### src/rtl/spi_pkg.sv
// Shared types and helpers for the multi-slave SPI master.
package spi_pkg;

  typedef enum logic [1:0] {
    StIdle,
    StSetup,
    StShift,
    StHold
  } spi_state_e;

  // SPI modes encoded as {cpol, cpha}
  localparam logic [1:0] SPI_MODE0 = 2'b00;
  localparam logic [1:0] SPI_MODE1 = 2'b01;
  localparam logic [1:0] SPI_MODE2 = 2'b10;
  localparam logic [1:0] SPI_MODE3 = 2'b11;

  // Bits needed to count 0..n-1, never less than one.
  function automatic int unsigned width_of(input int unsigned n);
    return (n > 1) ? $clog2(n) : 1;
  endfunction

endpackage

### src/rtl/spi_master_multi_if.sv
// Host request/response port of the SPI master. The master drives requests,
// the SPI engine sits on the slave modport.
interface spi_master_multi_if #(
  parameter int unsigned DATA_WIDTH = 8,
  parameter int unsigned NUM_CS     = 2
) ();

  localparam int unsigned CSW = spi_pkg::width_of(NUM_CS);

  logic                  tx_valid;
  logic                  tx_ready;
  logic [DATA_WIDTH-1:0] tx_data;
  logic [CSW-1:0]        cs_sel;
  logic                  cpol;
  logic                  cpha;
  logic                  lsb_first;
  logic [DATA_WIDTH-1:0] rx_data;
  logic                  rx_valid;
  logic                  busy;

  modport master (
    output tx_valid, tx_data, cs_sel, cpol, cpha, lsb_first,
    input  tx_ready, rx_data, rx_valid, busy
  );

  modport slave (
    input  tx_valid, tx_data, cs_sel, cpol, cpha, lsb_first,
    output tx_ready, rx_data, rx_valid, busy
  );

endinterface

### src/rtl/spi_sclk_gen.sv
// SCLK divider: toggles sclk every CLK_DIV cycles while enabled and flags the
// clk edge on which each SCLK edge happens (leading, trailing, final).
module spi_sclk_gen
  import spi_pkg::*;
#(
  parameter int unsigned CLK_DIV    = 4,
  parameter int unsigned DATA_WIDTH = 8
) (
  input  logic clk_i,
  input  logic rst_ni,
  input  logic enable_i,
  input  logic cpol_i,
  output logic sclk_o,
  output logic lead_edge_o,
  output logic trail_edge_o,
  output logic last_edge_o
);

  localparam int unsigned DivW  = width_of(CLK_DIV);
  localparam int unsigned EdgeW = width_of(2 * DATA_WIDTH);

  logic [DivW-1:0]  div_q, div_d;
  logic [EdgeW-1:0] edge_q, edge_d;
  logic             sclk_q, sclk_d;
  logic             tick;

  assign tick         = enable_i && (div_q == DivW'(CLK_DIV - 1));
  // Edge index is zero-based, so even indices are the leading edges.
  assign lead_edge_o  = tick && !edge_q[0];
  assign trail_edge_o = tick && edge_q[0];
  assign last_edge_o  = tick && (edge_q == EdgeW'(2 * DATA_WIDTH - 1));
  assign sclk_o       = sclk_q;

  always_comb begin
    div_d  = div_q;
    edge_d = edge_q;
    sclk_d = sclk_q;
    if (!enable_i) begin
      div_d  = '0;
      edge_d = '0;
      sclk_d = cpol_i;
    end else if (tick) begin
      div_d  = '0;
      edge_d = edge_q + 1'b1;
      sclk_d = ~sclk_q;
    end else begin
      div_d = div_q + 1'b1;
    end
  end

  always_ff @(posedge clk_i or negedge rst_ni) begin
    if (!rst_ni) begin
      div_q  <= '0;
      edge_q <= '0;
      sclk_q <= 1'b0;
    end else begin
      div_q  <= div_d;
      edge_q <= edge_d;
      sclk_q <= sclk_d;
    end
  end

endmodule

### src/rtl/spi_master_multi.sv
// Parametrised SPI master with per-frame mode, bit order and slave select.
// All outputs are registered; frame settings are latched on acceptance.
module spi_master_multi
  import spi_pkg::*;
#(
  parameter int unsigned DATA_WIDTH = 8,
  parameter int unsigned CLK_DIV    = 4,
  parameter int unsigned NUM_CS     = 2,
  parameter int unsigned CS_SETUP   = 2,
  parameter int unsigned CS_HOLD    = 2
) (
  input  logic              clk_i,
  input  logic              rst_ni,
  spi_master_multi_if.slave host,
  input  logic              miso_i,
  output logic              mosi_o,
  output logic              sclk_o,
  output logic [NUM_CS-1:0] chip_select_o
);

  localparam int unsigned CSW   = width_of(NUM_CS);
  localparam int unsigned PhMax = (CS_SETUP > CS_HOLD) ? CS_SETUP : CS_HOLD;
  localparam int unsigned PhW   = width_of(PhMax);

  spi_state_e            state_q, state_d;
  logic [DATA_WIDTH-1:0] tx_sh_q, tx_sh_d;
  logic [DATA_WIDTH-1:0] rx_sh_q, rx_sh_d;
  logic [DATA_WIDTH-1:0] rx_data_q, rx_data_d;
  logic                  rx_valid_q, rx_valid_d;
  logic                  mosi_q, mosi_d;
  logic [NUM_CS-1:0]     cs_q, cs_d;
  logic [CSW-1:0]        cs_sel_q, cs_sel_d;
  logic                  cpol_q, cpol_d;
  logic                  cpha_q, cpha_d;
  logic                  lsb_q, lsb_d;
  logic [PhW-1:0]        ph_cnt_q, ph_cnt_d;
  logic                  lead_seen_q, lead_seen_d;
  logic                  tx_ready_q, tx_ready_d;
  logic                  busy_q, busy_d;

  logic accept, advance, sample;
  logic lead_edge, trail_edge, last_edge;

  // Fed with cpol_d so sclk already sits at the new idle level in the first SETUP cycle.
  spi_sclk_gen #(
    .CLK_DIV    (CLK_DIV),
    .DATA_WIDTH (DATA_WIDTH)
  ) u_sclk_gen (
    .clk_i        (clk_i),
    .rst_ni       (rst_ni),
    .enable_i     (state_q == StShift),
    .cpol_i       (cpol_d),
    .sclk_o       (sclk_o),
    .lead_edge_o  (lead_edge),
    .trail_edge_o (trail_edge),
    .last_edge_o  (last_edge)
  );

  assign accept = host.tx_valid && tx_ready_q;

  always_comb begin
    state_d     = state_q;
    tx_sh_d     = tx_sh_q;
    rx_sh_d     = rx_sh_q;
    rx_data_d   = rx_data_q;
    rx_valid_d  = 1'b0;
    mosi_d      = mosi_q;
    cs_sel_d    = cs_sel_q;
    cpol_d      = cpol_q;
    cpha_d      = cpha_q;
    lsb_d       = lsb_q;
    ph_cnt_d    = ph_cnt_q;
    lead_seen_d = lead_seen_q;
    advance     = 1'b0;
    sample      = 1'b0;

    unique case (state_q)
      StIdle: begin
        if (accept) begin
          tx_sh_d     = host.tx_data;
          mosi_d      = host.lsb_first ? host.tx_data[0] : host.tx_data[DATA_WIDTH-1];
          cs_sel_d    = host.cs_sel;
          cpol_d      = host.cpol;
          cpha_d      = host.cpha;
          lsb_d       = host.lsb_first;
          ph_cnt_d    = '0;
          lead_seen_d = 1'b0;
          state_d     = StSetup;
        end
      end
      StSetup: begin
        if (ph_cnt_q == PhW'(CS_SETUP - 1)) begin
          ph_cnt_d = '0;
          state_d  = StShift;
        end else begin
          ph_cnt_d = ph_cnt_q + 1'b1;
        end
      end
      StShift: begin
        if (lead_edge) lead_seen_d = 1'b1;
        // CPHA=1 already presented bit 0 during SETUP, so the first leading edge is skipped.
        advance = cpha_q ? (lead_edge && lead_seen_q) : (trail_edge && !last_edge);
        sample  = cpha_q ? trail_edge : lead_edge;
        if (last_edge) begin
          rx_valid_d = 1'b1;
          state_d    = StHold;
        end
      end
      StHold: begin
        if (ph_cnt_q == PhW'(CS_HOLD - 1)) begin
          ph_cnt_d = '0;
          state_d  = StIdle;
        end else begin
          ph_cnt_d = ph_cnt_q + 1'b1;
        end
      end
      default: state_d = StIdle;
    endcase

    if (advance) begin
      mosi_d  = lsb_q ? tx_sh_q[1] : tx_sh_q[DATA_WIDTH-2];
      tx_sh_d = lsb_q ? (tx_sh_q >> 1) : (tx_sh_q << 1);
    end
    if (sample) begin
      rx_sh_d = lsb_q ? {miso_i, rx_sh_q[DATA_WIDTH-1:1]}
                      : {rx_sh_q[DATA_WIDTH-2:0], miso_i};
    end
    if (rx_valid_d) rx_data_d = rx_sh_d;

    tx_ready_d = (state_d == StIdle);
    busy_d     = (state_d != StIdle);
    for (int unsigned i = 0; i < NUM_CS; i++) begin
      cs_d[i] = !(busy_d && (cs_sel_d == CSW'(i)));
    end
  end

  always_ff @(posedge clk_i or negedge rst_ni) begin
    if (!rst_ni) begin
      state_q     <= StIdle;
      tx_sh_q     <= '0;
      rx_sh_q     <= '0;
      rx_data_q   <= '0;
      rx_valid_q  <= 1'b0;
      mosi_q      <= 1'b0;
      cs_q        <= '1;
      cs_sel_q    <= '0;
      cpol_q      <= 1'b0;
      cpha_q      <= 1'b0;
      lsb_q       <= 1'b0;
      ph_cnt_q    <= '0;
      lead_seen_q <= 1'b0;
      tx_ready_q  <= 1'b0;
      busy_q      <= 1'b0;
    end else begin
      state_q     <= state_d;
      tx_sh_q     <= tx_sh_d;
      rx_sh_q     <= rx_sh_d;
      rx_data_q   <= rx_data_d;
      rx_valid_q  <= rx_valid_d;
      mosi_q      <= mosi_d;
      cs_q        <= cs_d;
      cs_sel_q    <= cs_sel_d;
      cpol_q      <= cpol_d;
      cpha_q      <= cpha_d;
      lsb_q       <= lsb_d;
      ph_cnt_q    <= ph_cnt_d;
      lead_seen_q <= lead_seen_d;
      tx_ready_q  <= tx_ready_d;
      busy_q      <= busy_d;
    end
  end

  assign mosi_o        = mosi_q;
  assign chip_select_o = cs_q;
  assign host.tx_ready = tx_ready_q;
  assign host.busy     = busy_q;
  assign host.rx_data  = rx_data_q;
  assign host.rx_valid = rx_valid_q;

endmodule

### src/flat_wrapper.sv
// flat-port wrapper written by rule: the top's interface ports become plain ports
module spi_master_multi_flat import spi_pkg::*;
#(
  parameter int unsigned DATA_WIDTH = 8,
  parameter int unsigned CLK_DIV    = 4,
  parameter int unsigned NUM_CS     = 2,
  parameter int unsigned CS_SETUP   = 2,
  parameter int unsigned CS_HOLD    = 2
)
  (clk_i, rst_ni, miso_i, mosi_o, sclk_o, chip_select_o, host_tx_valid, host_tx_data, host_cs_sel, host_cpol, host_cpha, host_lsb_first, host_tx_ready, host_rx_data, host_rx_valid, host_busy);
  spi_master_multi_if #(.DATA_WIDTH(DATA_WIDTH), .NUM_CS(NUM_CS)) host_i ();
  input  logic clk_i;
  input  logic rst_ni;
  input  logic miso_i;
  output logic mosi_o;
  output logic sclk_o;
  output logic [NUM_CS-1:0] chip_select_o;
  input wire logic [$bits(host_i.tx_valid)-1:0] host_tx_valid;
  input wire logic [$bits(host_i.tx_data)-1:0] host_tx_data;
  input wire logic [$bits(host_i.cs_sel)-1:0] host_cs_sel;
  input wire logic [$bits(host_i.cpol)-1:0] host_cpol;
  input wire logic [$bits(host_i.cpha)-1:0] host_cpha;
  input wire logic [$bits(host_i.lsb_first)-1:0] host_lsb_first;
  output wire logic [$bits(host_i.tx_ready)-1:0] host_tx_ready;
  output wire logic [$bits(host_i.rx_data)-1:0] host_rx_data;
  output wire logic [$bits(host_i.rx_valid)-1:0] host_rx_valid;
  output wire logic [$bits(host_i.busy)-1:0] host_busy;
  assign host_i.tx_valid = host_tx_valid;
  assign host_i.tx_data = host_tx_data;
  assign host_i.cs_sel = host_cs_sel;
  assign host_i.cpol = host_cpol;
  assign host_i.cpha = host_cpha;
  assign host_i.lsb_first = host_lsb_first;
  assign host_tx_ready = host_i.tx_ready;
  assign host_rx_data = host_i.rx_data;
  assign host_rx_valid = host_i.rx_valid;
  assign host_busy = host_i.busy;
  spi_master_multi #(.DATA_WIDTH(DATA_WIDTH), .CLK_DIV(CLK_DIV), .NUM_CS(NUM_CS), .CS_SETUP(CS_SETUP), .CS_HOLD(CS_HOLD)) u_core (.clk_i(clk_i), .rst_ni(rst_ni), .host(host_i), .miso_i(miso_i), .mosi_o(mosi_o), .sclk_o(sclk_o), .chip_select_o(chip_select_o));
endmodule
### config.mk
export PLATFORM = sky130hd
export DESIGN_NAME = spi_master_multi_flat
export DESIGN_NICKNAME = d
export VERILOG_FILES = /design/src/rtl/spi_pkg.sv /design/src/rtl/spi_master_multi_if.sv /design/src/rtl/spi_sclk_gen.sv /design/src/rtl/spi_master_multi.sv /design/src/flat_wrapper.sv
export SDC_FILE = /design/constraint.sdc
export NUM_CORES = 1
export LEC_CHECK = 0
export ABC_AREA = 1
export BUFFER_PORTS_ARGS = -buffer_cell sky130_fd_sc_hd__buf_2
export CAP_MARGIN = 20
export CORE_UTILIZATION = 55
export CTS_CLUSTER_SIZE = 30
export DETAILED_ROUTE_END_ITERATION = 12
export HOLD_SLACK_MARGIN = 0.06
export PLACE_DENSITY = 0.77
export SYNTH_ARGS = -nofsm -noshare
export SYNTH_HDL_FRONTEND = slang
export SYNTH_SLANG_ARGS = --single-unit
### constraint.sdc
create_clock -name clk_i -period 2.9 [get_ports clk_i]
set_input_delay 0.58 -clock clk_i [delete_from_list [all_inputs] [get_ports clk_i]]
set_output_delay 0.58 -clock clk_i [all_outputs]
set_load 0.01 [all_outputs]
# [Yosys cells after proc, flatten, opt, wreduce, memory -nomap -nowiden]
# Cells that the tools add are included.
[totals] regBits=45 in_bits=16 output_inout_bits=15 elab_cells=93
[op_classes] addsub=3 n_eq_ne=8 n_mux=37 bitwise_logic=2 n_reduce_logical=25
[op_table] operator="2-to-1 mux 8 bit" n=6
[op_table] operator="2-to-1 mux 1 bit" n=20
[op_table] operator="2-to-1 mux 2 bit" n=6
[op_table] operator="nonzero test 2 bit" n=5
[op_table] operator="logical AND 1 bit" n=9
[op_table] operator="2-to-1 mux 4 bit" n=2
[op_table] operator="case mux 2 bit (4 select lines)" n=1
[op_table] operator="== test 2 bit, second input constant" n=3
[op_table] operator="!= test 2 x 1 -> 1 bit, second input constant" n=3
[op_table] operator="AND reduction 2 bit" n=3
[op_table] operator="adder 4 x 1 -> 4 bit, second input constant" n=1
[op_table] operator="== test 4 bit, second input constant" n=1
[op_table] operator="logical NOT 1 bit" n=4
[op_table] operator="logical NOT 2 bit" n=2
[op_table] operator="case mux 1 bit (2 select lines)" n=2
[op_table] operator="AND reduction 3 bit" n=1
[op_table] operator="adder 2 x 1 -> 2 bit, second input constant" n=1
[op_table] operator="== test 2 x 1 -> 1 bit, second input constant" n=1
[op_table] operator="NOT 1 bit" n=2
[op_table] operator="OR reduction 2 bit" n=1
[op_table] operator="adder 1 bit, second input constant" n=1

# [Longest topological paths before layout]
# Gate-level depths: netlist of the first run.
[logic_depth] word_depth=9 mapped_depth=11 ltp_nobuf=10

# [By module]
# A second synthesis of the first run with hierarchy kept.
[hier_totals] hier_cells=280 hier_area_um2=2237.1
[modules_own_cells] module="spi_master_multi" n_inst=1 cells_per_inst=239 area_each_um2=1901.8 seq_area_each_um2=953.4
[modules_own_cells] module="spi_sclk_gen" n_inst=1 cells_per_inst=41 area_each_um2=335.3 seq_area_each_um2=175.2

# [Worst setup path before layout of the first run]
# OpenSTA, ideal clock, no wires.
[synth_path] path_kind="flip-flop to flip-flop" startpoint="register u_core.u_sclk_gen.edge_q[0]" endpoint="register u_core.tx_sh_q[0]" setup_ps=118 arrival_ps=1372 slack_ps=1410 path_stages_with_launch=9 synth_period_minus_slack_ps=1490 path_cell_list="dfrtp_1 > ha_1 > nand3_2 > nand3_2 > nand2_4 > nand2_4 > buf_8 > nand2_1 > o21ai_2"
[synth_via] elab_chain_cells=8
[synth_lines] element="from (decl)" line_no="spi_sclk_gen.sv:23" text="logic [EdgeW-1:0] edge_q, edge_d;"
[synth_lines] element="from (signal assigned)" line_no="spi_sclk_gen.sv:58" text="edge_q <= edge_d;"
[synth_lines] element="== test 4 bit" line_no="spi_sclk_gen.sv:31" text="assign last_edge_o = tick && (edge_q == EdgeW'(2 * DATA_WIDTH - 1));"
[synth_lines] element="logical AND 1 bit" line_no="spi_sclk_gen.sv:31"
[synth_lines] element="logical NOT 1 bit" line_no="spi_master_multi.sv:102" text="advance = cpha_q ? (lead_edge && lead_seen_q) : (trail_edge && !last_edge);"
[synth_lines] element="logical AND 1 bit" line_no="spi_master_multi.sv:102"
[synth_lines] element="2-to-1 mux 1 bit *" line_no="spi_master_multi.sv:102"
[synth_lines] element="2-to-1 mux 1 bit *" line_no="spi_master_multi.sv:77" text="unique case (state_q)"
[synth_lines] element="nonzero test 2 bit (no source line)"
[synth_lines] element="AND reduction 2 bit (no source line)"
[synth_lines] element="to (signal assigned)" line_no="spi_master_multi.sv:156" text="tx_sh_q <= tx_sh_d;"
[synth_lines] element="to (decl)" line_no="spi_master_multi.sv:26" text="logic [DATA_WIDTH-1:0] tx_sh_q, tx_sh_d;"
# Every way passes the cells marked *; elsewhere a longest branch is shown, timed or not.
# A chain may end at the register's enable or synchronous reset.

# [Final worst setup path of the first run]
[layout_path] startpoint="register u_core.state_q[0]" endpoint="register u_core.cs_q[1] (netlist: u_core.chip_select_o[1])"
[layout_lines] element="from (decl)" line_no="spi_master_multi.sv:25" text="spi_state_e state_q, state_d;"
[layout_lines] element="from (signal assigned)" line_no="spi_master_multi.sv:139" text="state_q <= StIdle;"
[layout_lines] element="from (signal assigned)" line_no="spi_master_multi.sv:155" text="state_q <= state_d;"
[layout_lines] element="logical NOT 2 bit" line_no="spi_master_multi.sv:77"
[layout_lines] element="2-to-1 mux 1 bit" line_no="spi_master_multi.sv:77"
[layout_lines] element="via u_core.cs_sel_d" line_no="spi_master_multi.sv:32" text="logic [CSW-1:0] cs_sel_q, cs_sel_d;"
[layout_lines] element="logical AND 1 bit" line_no="spi_master_multi.sv:133" text="cs_d[i] = !(busy_d && (cs_sel_d == CSW'(i)));"
[layout_lines] element="logical NOT 1 bit" line_no="spi_master_multi.sv:133"
[layout_lines] element="via u_core.cs_d[1]" line_no="spi_master_multi.sv:31" text="logic [NUM_CS-1:0] cs_q, cs_d;"
[layout_lines] element="to (signal assigned)" line_no="spi_master_multi.sv:161" text="cs_q <= cs_d;"
[layout_lines] element="to (decl)" line_no="spi_master_multi.sv:31"
# The timed path passes the listed nets, and every way through them passes these cells.

==> results.sh, run 1 <==
export IMPL_outcome="completed"
export IMPL_grt_pass1_wl_um=7176
export IMPL_cts_htree_levels=2
export IMPL_cts_tree="yes"
export IMPL_drv_slew=0
export IMPL_nets=290
export IMPL_cts_resized=0
export IMPL_worstSetupEndpointType="flop"
export IMPL_placed_cells=312
export IMPL_netlist_cell_type_count=30
export IMPL_avgSynthCellArea_um2=9.314
export IMPL_fin_cells=321
export IMPL_async_flop_share=1.000
export IMPL_path_buf_inv=2
export IMPL_drv_cap=0
export IMPL_synth_edf_count=0
export IMPL_synth_ff_type="dfrtp_1"
export IMPL_num_io_pins=31
export IMPL_fp_row_count=22
export IMPL_rsz0062_at_grt="no"
export IMPL_postCtsHoldBufs=0
export IMPL_layout_common_cells="67 x nand2_1, 43 x dfrtp_1, 30 x buf_2"
export IMPL_hold_viol=0
export IMPL_ir_worst_vdd_mv=0.5033
export IMPL_ys_warn_count=0
export IMPL_clockBufferDepth=2
export IMPL_cp_start_kind="flop"
export IMPL_die_y_um=65.89
export IMPL_die_area_um2=4341
export IMPL_core_area_um2=3799
export IMPL_drtIter0Drc=239
export IMPL_drive_gt1_frac=0.3150
export IMPL_grt_total_usage=0.2229
export IMPL_fin_crit_ns=1.866
export IMPL_rr_worst_depth=5
export IMPL_drt_vias_per_instance=5.274
export IMPL_grt_ovfl_total=0
export IMPL_wl_um=4186
export IMPL_cts_setup_buffers=0
export IMPL_syn_inst=241
export IMPL_crit_type="flop to flop"
export IMPL_vias=1693
export IMPL_pre_cts_ws_ns=0.9479
export IMPL_drc=0
export IMPL_start_util=0.5909
export IMPL_setup_viol=0
export IMPL_synth_seq_cells=45
export IMPL_setup_slack_ns=1.034
export IMPL_fin_total_pwr_mw=2.141
export IMPL_cts_root_buf="clkbuf_8"
export IMPL_first_global_vias=1544
export IMPL_max_freq_ghz=0.5359
export IMPL_firstDrtPassIters=4
export IMPL_critPathSlowestCell="nand4_1"
export IMPL_dr_wl_met2_um=1892
export IMPL_drt_met1_wl_um=2098
export IMPL_fin_tns_setup_ns=0
export IMPL_fillers=328
export IMPL_place_area_um2=2396
export IMPL_max_stage_delay_ns=0.58
export IMPL_netlist_area_um2=2245
export IMPL_antenna_cells=0
export IMPL_cts_sinks=45
export IMPL_antenna_found_initial=0
export IMPL_grt_max_degree=46
export IMPL_ys_seq_area_frac=0.5028
export IMPL_p_per_area_nw_per_um2=856.8
export IMPL_ff2ff_setup_slack_ns=1.03
export IMPL_path_clk_slew_ns=0.08
export IMPL_layout_area_overhead_vs_synth_pct=11.32
export IMPL_power_leakage_nw=1.301
export IMPL_top_layer="met4"
export IMPL_cp_top_family="simple AND/OR/NAND/NOR gates"
export IMPL_worstSkewPairLatency_ns=0.30
export IMPL_min_period_over_period=0.6434
export IMPL_final_area_um2=2499
export IMPL_io_buffer_count=30
export IMPL_hp_class="primary input to async pin"
export IMPL_crit_path_start="u_core.state_q[0]"
export IMPL_fin_worst_skew_ns=0.007206
export IMPL_place_congestion=0.7784
export IMPL_tightest_slew_ns=0.7446
export IMPL_final_util=0.6578
export IMPL_critical_path_peak_fanout=14
export IMPL_chipWidth_um=65.89
export IMPL_slew_headroom=0.5021
export IMPL_arrival_ns=2.11
export IMPL_final_common_cell="nand2_1"
export IMPL_ant_nets=0
export IMPL_wire_per_inst_um=13.04
export IMPL_syn_num_nets=259
export IMPL_path_cells="inv_2 -> nand4_1 -> o21ai_0 -> inv_1 -> nand2_1"
export IMPL_holdWs_ns=0.08971
export IMPL_reg2reg_from="u_core.state_q[0]"
export IMPL_dp_hpwl_um=2885
export IMPL_met3_length_um=134
export IMPL_cts_made_buffers=5
export IMPL_critPathRequiredTime_ns=3.14
export IMPL_reg2reg_to="u_core.chip_select_o[1]"
[where the power goes]
group / internal, mW / leakage (nW) / switching [mW]
combinational: 0.293 / 0.685 / 0.510
sequential: 0.808 / 0.571 / 0.156
clock: 0.167 / 0.0450 / 0.207
total: 1.27 / 1.30 / 0.873
[routing by layer]
metal,track usage,up-vias
met4,0.07880,0
met3,0.04138,9
met1,0.3300,805
met5,0,-
li1,-,849
met2,0.3240,30
[how the worst max path moves through the flow]
stage,to,cells after the start,slack [ns]
finish,u_core.chip_select_o[1],5,1.03
global route,u_core.chip_select_o[1],5,0.79
CTS,u_core.chip_select_o[1],5,1.03
detailed placement,u_core.chip_select_o[1],5,0.95
global placement,u_core.cs_sel_q,4,0.96
floorplan,u_core.tx_sh_q[0],8,1.41
[area by class of cell]
| type | count | area [um2] | share of cell area |
|---|---|---|---|
| multi-input cells | 168 | 974.7 | 0.3901 |
| repair buffers | 32 | 177.7 | 0.07111 |
| clock inverters | 2 | 10.01 | 0.004006 |
| inverters | 20 | 75.07 | 0.03005 |
| flip-flops and latches | 45 | 1129 | 0.4517 |
| clock buffers | 6 | 72.57 | 0.02904 |
| well taps | 48 | 60.06 | 0.02404 |
[cells in the mapped netlist, drive strengths merged, types with 2 or more instances]
library cell | n | share of area
buf | 7 | 0.028
dfstp | 2 | 0.023
nand2 | 81 | 0.16
o21ai | 36 | 0.097
nor3 | 2 | 0.0089
mux2i | 2 | 0.0089
inv | 20 | 0.033
ha | 2 | 0.011
nand4 | 3 | 0.011
nand3 | 26 | 0.078
a21oi | 2 | 0.0045
nor2 | 10 | 0.036
dfrtp | 43 | 0.48
[sequential cells by signal, summed over array words and instances (netlist names)]
name and flops:
u_core.host.rx_data 8, u_core.rx_sh_q 8, u_core.tx_sh_q 8, u_core.u_sclk_gen.edge_q 4, u_core.chip_select_o 2, u_core.state_q 2, u_core.u_sclk_gen.div_q 2, u_core.cpha_q 1
u_core.cpol_q 1, u_core.cs_sel_q 1, u_core.host.busy 1, u_core.host.rx_valid 1, u_core.host.tx_ready 1, u_core.lead_seen_q 1, u_core.lsb_q 1, u_core.mosi_o 1
u_core.ph_cnt_q 1, u_core.u_sclk_gen.sclk_o 1
[kinds of logic after synthesis]
kind of cell | after synthesis | share of synthesized area
compound gates | 40 | 0.1093
xor+xnor | 1 | 0.003903
fa+ha+maj | 2 | 0.01115
buf+inv | 28 | 0.06299
flops | 45 | 0.5028
mux | 2 | 0.008919
simple gates | 123 | 0.3010
(Power assumes the default switching activity.)
==> run 2: changes to the inputs <==
==> constraint.sdc (replaced) <==
create_clock -name clk_i -period 1.8 [get_ports clk_i]
set_input_delay 0.36 -clock clk_i [delete_from_list [all_inputs] [get_ports clk_i]]
set_output_delay 0.36 -clock clk_i [all_outputs]
set_load 0.01 [all_outputs]
==> results.sh, run 2 (synthesized netlist as in run 1, its figures left out) <==
export IMPL_chipWidth_um=65.89
export IMPL_wire_per_inst_um=13.40
export IMPL_cpMostUsedCell="nand2_1"
export IMPL_cts_tree="yes"
export IMPL_layout_common_cells="67 x nand2_1, 43 x dfrtp_1, 30 x buf_2"
export IMPL_drv_cap=0
export IMPL_fp_row_count=22
export IMPL_first_global_vias=1723
export IMPL_place_congestion=0.7994
export IMPL_hold_viol=0
export IMPL_setup_slack_ns=0.2093
export IMPL_cts_sinks=45
export IMPL_grt_total_usage=0.2412
export IMPL_max_freq_ghz=0.6286
export IMPL_tightest_slew_ns=0.4213
export IMPL_vias=1712
export IMPL_drv_slew=0
export IMPL_worstSkewPairLatency_ns=0.30
export IMPL_holdWs_ns=0.2788
export IMPL_fin_tns_setup_ns=0
export IMPL_grt_ovfl_total=0
export IMPL_clockBufferDepth=2
export IMPL_fin_cells=327
export IMPL_path_cells="ha_1 -> nand3_2 -> nand3_2 -> nand2_4 -> nand2_4 -> nand2_1 -> nand2_1 -> nand2_1 -> nand2_1"
export IMPL_start_util=0.5909
export IMPL_max_stage_delay_ns=0.46
export IMPL_drive_gt1_frac=0.3297
export IMPL_firstDrtPassIters=4
export IMPL_final_util=0.6756
export IMPL_fin_crit_ns=1.591
export IMPL_fin_worst_skew_ns=0.003694
export IMPL_arrival_ns=1.79
export IMPL_cp_top_family="simple AND/OR/NAND/NOR gates"
export IMPL_fillers=290
export IMPL_grt_max_degree=18
export IMPL_hp_class="primary input to flop"
export IMPL_fin_total_pwr_mw=3.644
export IMPL_power_leakage_nw=1.334
export IMPL_drc=0
export IMPL_worstSetupEndpointType="flop"
export IMPL_path_buf_inv=0
export IMPL_grt_pass1_wl_um=7831
export IMPL_min_period_over_period=0.8837
export IMPL_layout_area_overhead_vs_synth_pct=14.33
export IMPL_slew_headroom=0.7183
export IMPL_critPathRequiredTime_ns=2.00
export IMPL_cts_root_buf="clkbuf_8"
export IMPL_drtIter0Drc=177
export IMPL_wl_um=4382
export IMPL_final_common_cell="nand2_1"
export IMPL_nets=296
export IMPL_place_area_um2=2441
export IMPL_cts_htree_levels=2
export IMPL_core_area_um2=3799
export IMPL_crit_type="flop to flop"
export IMPL_p_per_area_nw_per_um2=1420
export IMPL_ir_worst_vdd_mv=1.075
export IMPL_pre_cts_ws_ns=0.2240
export IMPL_antenna_found_initial=0
export IMPL_rsz0062_at_grt="no"
export IMPL_io_buffer_count=30
export IMPL_placed_cells=318
export IMPL_dp_hpwl_um=3257
export IMPL_cts_setup_buffers=0
export IMPL_drt_vias_per_instance=5.235
export IMPL_antenna_cells=0
export IMPL_ant_nets=0
export IMPL_setup_viol=0
export IMPL_die_area_um2=4341
export IMPL_cts_made_buffers=5
export IMPL_critPathSlowestCell="dfrtp_1"
export IMPL_final_area_um2=2566
export IMPL_die_y_um=65.89
export IMPL_num_io_pins=31
export IMPL_critical_path_peak_fanout=13
export IMPL_path_clk_slew_ns=0.09
export IMPL_outcome="completed"
export IMPL_cp_start_kind="flop"
[run 2: worst register-to-register path, delay by kind of cell (launching register included)]
family / cells / cell delay (ns)
and+or+nand+nor: 8 / 0.77
DFF: 1 / 0.46
adders and majority gates: 1 / 0.27
[run 2: layout make-up]
| type | instances | area, um2 | area share |
|---|---|---|---|
| Clock buffer | 5 | 68.82 | 0.02682 |
| Clock inverter | 3 | 46.29 | 0.01804 |
| Inverter | 20 | 75.07 | 0.02925 |
| Multi-Input combinational cell | 168 | 974.7 | 0.3798 |
| Sequential cell | 45 | 1129 | 0.4398 |
| Tap cell | 48 | 60.06 | 0.02340 |
| Timing Repair Buffer | 38 | 212.7 | 0.08289 |
[run 2: path summary, 6_finish.rpt]
kind                       depth (start not counted)  slack (ns)                   startpoint                    endpoint
setup / recovery                                   9        0.21  u_core.u_sclk_gen.edge_q[0]               u_core.mosi_o
hold / removal                                     3        0.28                    host_cpol               u_core.cpol_q
setup reg to reg                                   9        0.21  u_core.u_sclk_gen.edge_q[0]               u_core.mosi_o
hold reg to reg                                    1        0.43   u_core.u_sclk_gen.div_q[0]  u_core.u_sclk_gen.div_q[0]
max in group asynchronous                          3        0.81                       rst_ni           u_core.tx_sh_q[2]
min in group asynchronous                          2        0.47                       rst_ni        u_core.host.rx_valid
[run 2: what timing repair did]
action | 4_1_cts | 5_1_grt
gates resized for setup | 0 | 0
hold endpoints to repair | 11 | 0
hold buffers | 1 | 0
[run 2: report_power, final]
group / switching (mW) / leakage (nW) / total [mW] / internal, mW
sequential: 0.215 / 0.571 / 1.52 / 1.30
combinational: 0.861 / 0.708 / 1.36 / 0.495
clock: 0.355 / 0.0543 / 0.771 / 0.415
total: 1.43 / 1.33 / 3.64 / 2.21
[run 2: metal layers]
layer,track usage,part of all wire,vias up
li1,-,-,859
met1,0.3199,0.44,810
met2,0.3839,0.50,37
met3,0.05172,0.046,6
met4,0.09239,0.010,0
met5,0,0,-
